### src/rtl/seq_mult.sv
// rtl/seq_mult.sv - sequential shift-and-add multiplier, signed/unsigned, start/busy/done handshake
module seq_mult #(
    parameter int WIDTH = 8
) (
    input  logic                 clk,
    input  logic                 rst_n,
    input  logic                 start,
    input  logic                 signed_mode,
    input  logic [WIDTH-1:0]     a,
    input  logic [WIDTH-1:0]     b,
    output logic                 busy,
    output logic                 done,
    output logic [2*WIDTH-1:0]   product
);

    localparam int CW = (WIDTH > 1) ? $clog2(WIDTH) : 1;

    typedef enum logic [1:0] {
        S_IDLE,
        S_RUN,
        S_DONE
    } state_t;

    state_t             state;
    logic [CW-1:0]      count;
    logic [WIDTH-1:0]   mcand;
    logic [WIDTH-1:0]   acc_hi;
    logic [WIDTH-1:0]   acc_lo;
    logic               neg;

    logic [WIDTH-1:0]   abs_a;
    logic [WIDTH-1:0]   abs_b;
    logic [WIDTH-1:0]   addend;
    logic [WIDTH:0]     sum;
    logic [2*WIDTH-1:0] mag;
    logic               last;

    // Magnitudes fit WIDTH unsigned bits, including the most negative operand.
    always_comb begin
        abs_a  = (signed_mode && a[WIDTH-1]) ? -a : a;
        abs_b  = (signed_mode && b[WIDTH-1]) ? -b : b;
        addend = acc_lo[0] ? mcand : '0;
        sum    = {1'b0, acc_hi} + {1'b0, addend};
        mag    = {sum, acc_lo[WIDTH-1:1]};
        last   = (count == CW'(WIDTH - 1));
    end

    always_ff @(posedge clk or negedge rst_n) begin
        if (!rst_n) begin
            state   <= S_IDLE;
            count   <= '0;
            mcand   <= '0;
            acc_hi  <= '0;
            acc_lo  <= '0;
            neg     <= 1'b0;
            busy    <= 1'b0;
            done    <= 1'b0;
            product <= '0;
        end else begin
            case (state)
                S_IDLE: begin
                    done <= 1'b0;
                    if (start) begin
                        state  <= S_RUN;
                        busy   <= 1'b1;
                        mcand  <= abs_a;
                        acc_lo <= abs_b;
                        acc_hi <= '0;
                        count  <= '0;
                        neg    <= signed_mode & (a[WIDTH-1] ^ b[WIDTH-1]);
                    end
                end
                S_RUN: begin
                    // acc_lo holds the unconsumed multiplier bits and the low product bits.
                    acc_hi <= sum[WIDTH:1];
                    acc_lo <= {sum[0], acc_lo[WIDTH-1:1]};
                    count  <= count + CW'(1);
                    if (last) begin
                        state   <= S_DONE;
                        busy    <= 1'b0;
                        done    <= 1'b1;
                        product <= neg ? -mag : mag;
                    end
                end
                S_DONE: begin
                    state <= S_IDLE;
                    done  <= 1'b0;
                end
                default: begin
                    state <= S_IDLE;
                    busy  <= 1'b0;
                    done  <= 1'b0;
                end
            endcase
        end
    end

endmodule
### config.mk
export PLATFORM = sky130hd
export DESIGN_NAME = seq_mult
export DESIGN_NICKNAME = d
export VERILOG_FILES = /design/src/rtl/seq_mult.sv
export SDC_FILE = /design/constraint.sdc
export NUM_CORES = 1
export LEC_CHECK = 0
export ABC_AREA = 1
export ABC_CLOCK_PERIOD_IN_PS = 3500
export BUFFER_PORTS_ARGS = -buffer_cell sky130_fd_sc_hd__clkbuf_2
export CAP_MARGIN = 20
export CORE_UTILIZATION = 40
export CTS_BUF_LIST = sky130_fd_sc_hd__clkbuf_2 sky130_fd_sc_hd__clkbuf_4 sky130_fd_sc_hd__clkbuf_8
export DETAILED_ROUTE_END_ITERATION = 8
export GPL_TIMING_DRIVEN = 1
export HOLD_SLACK_MARGIN = 0.12
export PLACE_DENSITY_LB_ADDON = 0.1
export SETUP_SLACK_MARGIN = 0.3
export SLEW_MARGIN = 20
export SYNTH_ARGS = -nofsm -noshare
export SYNTH_HDL_FRONTEND = slang
export SYNTH_SLANG_ARGS = --single-unit
export TNS_END_PERCENT = 5
### constraint.sdc
create_clock -name clk -period 3.5 [get_ports clk]
set_input_delay 0.175 -clock clk [delete_from_list [all_inputs] [get_ports clk]]
set_output_delay 0.175 -clock clk [all_outputs]
set_load 0.02 [all_outputs]
==> results.md <==
* Largest family of logic cells by synthesized area: simple AND/OR/NAND/NOR gates
* Worst Tran Pin Value at 596 ps
* Layout cells sized above 1 at a little over an eighth
* 1st-iter DRT viols at about 100
* Area grow syn2layout at 12.3%
* Worst path slowest cell: fa_1
* First-pass DRT Iterations at 4
* Num rows at 31
* Number of synthesis warnings at 0
* Ports at 38
* Cell with the most instances after synthesis: nand2_1
* Residual DRC at 0
* Top post-synthesis cells by area: dfrtp_1, nand2_1, o21ai_0, inv_1, ha_1
* Switching power at 1490 uW
* Clock latency on the worst-skew pair at approximately 310 ps
* CP Depth at 14
* CP Cell Sequence: nand2_1 > inv_1 > ha_1 > fa_1 > nor2_1 > nand2_1 > nor2_1 > nand2_1 > nor2_1 > nand3_1 > nand2_1 > nand2_1 > nand3_1 > nand2_1
* Crit. End Element: flop
* RSZ-0062 raised after global routing: false
* Total grt overflow at 0
* CP arrival at ~2600 ps
* Fmax at between 400 and 500 MHz
* Mux cell area share after synthesis at 0%
* Die Wd at 88.2 um
* Power density cells at approximately 900 nW/um2
* Die Y-Extent at 88.2 um
* Hold Path Stages at 3
* Worst EP required at roughly 3700 ps
* Hold Crit Class: in2reg
* Synth Instances at approximately 400
* R2R Setup Slk at roughly 1100 ps
* Worst r2r src: acc_lo[0]
* # diodes at 0
* Worst-path fanout max at 9
* Post-route ant nets at 0
* Final Hold Violating Endpoints at 0
* Post-synthesis sequential area ratio at a little over 40%
* Number of global-route vias before repair at 2441
* Nets at around 460
* Internal power at 1580 uW
* H-tree levels at 2
* Post-cts sizing count at 0
* Sw frac at 48.6%
* Ys async rst share at 100%
* Xor and xnor area share after synthesis at under 10%
* Design area at between 3000 and 4000 um2
* #FFs+latches synth at 48
* Placed Instances at ~520
* Post-synth EDFFs at 0
* Core Util, Final at approximately 46%
* Global placement routability congestion at slightly above 0.8
* Status: finished clean
* Crit path top cell by count: nand2_1
* Synth top cells by count: nand2_1, dfrtp_1, inv_1
* Syn_nets at around 430
* Routed Wire Length at approximately 6500 um
* Hold Path End: acc_lo[7]
* Post-synthesis adder-cell area fraction at slightly above 6%
* Initial antenna violation count at 0
* Worst Skew at 8.04 ps
* Max VDD drop at between 0.0004 and 0.0005 V
* Overall routing resource usage at a little under a fifth
* Pleak at 0.00177 uW
* DP Wirelength at roughly 5000 um
* Fin crit share at between 60% and 70%
* Top Family by Delay on Critical Path: simple AND/OR/NAND/NOR gates
* FF-to-FF path depth at 14
* Clk sinks at between 40 and 50
* CTS tree: built
* Clk root buf: clkbuf_8
* Global-route wire length before repair at ~11000 um
* Synth Flop Type: dfrtp_1
* Inserted Clock Buffers at 5
* Routed wire length per instance at ~12 um
* Final Max Slew Viols at 0
* Seq pwr share at roughly a third
* Postcts setup bufs at 0
* Port Buffer Count at 37
* Via count at about 2.6k
* Worst slew margin at 60.3%
* Largest net degree at the start of global routing at 30
* TNS Setup at 0 ps
* Clock transition at path regs at 90 ps
* DIE AREA at a little under 8000 um2
* Leading area contributor after synthesis: dfrtp_1
* Worst setup SP type: flop
* Final Critical Period at around 2400 ps
* Mean Syn Cell Area at approximately 7.6 um2
* Simple-Gate Fraction of Synth Area at roughly a quarter
* Max clock buf depth at 2
* Unique masters post-synth at 33
* Compound-Gate Fraction of Synth Area at between 10 and 15%
* Share of the synthesized area in the top cell type at roughly two fifths
* # setup viols final at 0
* Avg Vias per Cell at 4.82
* Clk pwr share at about 12%
* Initial Util at between 40% and 50%
* FF-to-FF End: product[14]
* CP Buf/Inv Count at 1
* Core box area at between 7000 and 8000 um2
* Max Cap Viol at 0
* HP Start: b[7]
* Hold Slack at about 160 ps
* Final Non-Filler Cells at 530
* Area post-placement at between 3000 and 4000 um2
* Logic gate share of total power at 55.3%
* Slowest cell delay on critical path at 510 ps
* Mapped Area at just under 3000 um2
* Crit path kind: reg2reg
## cell type report
cell class                 instances  area (um2)
fill                             773        3870
multi-input combinational        286        1530
sequential                        48        1200
timing repair buffer              39         203
inverter                          50         190
tap                               99         124
clock buffer                       7        83.8
clock inverter                     1        8.76
## worst min-delay path, stage by stage
cell and delay, ps:
clkbuf_2 100, nand3_1 100, nand2_1 50
## per-stage QoR
step | setup slack, ps | total power (uW)
after floorplan | 1290 | 2300
after global placement | 1200 | 2710
after detailed placement | 1140 | 2740
after CTS | 1130 | 3100
after global routing | 856 | 3390
final | 1130 | 3060
## placed cells by master, fill, tap and decap left out, types with 4 or more instances in the layout
cell type | Yosys | final
nand3_1 | 24 | 24
inv_1 | 46 | 46
nor2_1 | 28 | 28
clkbuf_8 | 0 | 5
o21ai_0 | 35 | 35
xor2_1 | 17 | 17
nand4_1 | 4 | 4
a22oi_1 | 6 | 6
xnor2_1 | 4 | 4
o21ai_1 | 5 | 5
a21oi_1 | 9 | 9
clkbuf_2 | 0 | 37
nand2_1 | 119 | 119
ha_1 | 13 | 13
dfrtp_1 | 48 | 48
## sequential cells by signal, summed over array words and instances (netlist names)
| signal | cells |
|---|---|
| acc_hi | 8 |
| acc_lo | 8 |
| busy | 1 |
| count | 3 |
| done | 1 |
| mcand | 8 |
| neg | 1 |
| product | 16 |
| state | 2 |
## kinds of logic after synthesis
| kind of cell | Yosys count |
|---|---|
| DFF | 48 |
| and+or+nand+nor | 185 |
| buffers and inverters | 59 |
| adders and majority gates | 14 |
| AOI/OAI and AO/OA | 66 |
| xor gates and xnor gates | 21 |
## how the worst max path moves through the flow
stage	from	slack (ps)	to
global placement	acc_lo[0]	1200	product[14]
detailed placement	acc_lo[0]	1140	product[14]
global route	acc_lo[0]	860	product[14]
floorplan	acc_lo[0]	1290	product[14]
CTS	acc_lo[0]	1130	product[14]
finish	acc_lo[0]	1130	product[14]
## routing by layer
metal  vias to the layer above  global-route usage [%]  part of all wire (%)
met3                         6                    3.08                   3.7
met1                      1165                    25.7                    51
met2                        42                    29.7                    44
met4                         0                    3.96                  0.88
li1                       1341                       -                     -
met5                         -                       0                     0
## power groups by stage
| stage | sequential (uW) | clock (uW) | combinational, uW |
|---|---|---|---|
| detailed placement | 1030 | 0 | 1710 |
| CTS | 1020 | 359 | 1720 |
| finish | 1020 | 351 | 1700 |
| floorplan | 1080 | 0 | 1210 |
| global route | 1050 | 383 | 1950 |
| global placement | 1020 | 0 | 1690 |
## repair_timing
action                                 in CTS  in global routing
setup endpoints to repair                   0                  0
hold buffers                                1                  0
endpoints found under the hold margin      22                  0
Note: power is estimated with default switching activity, not from simulation.
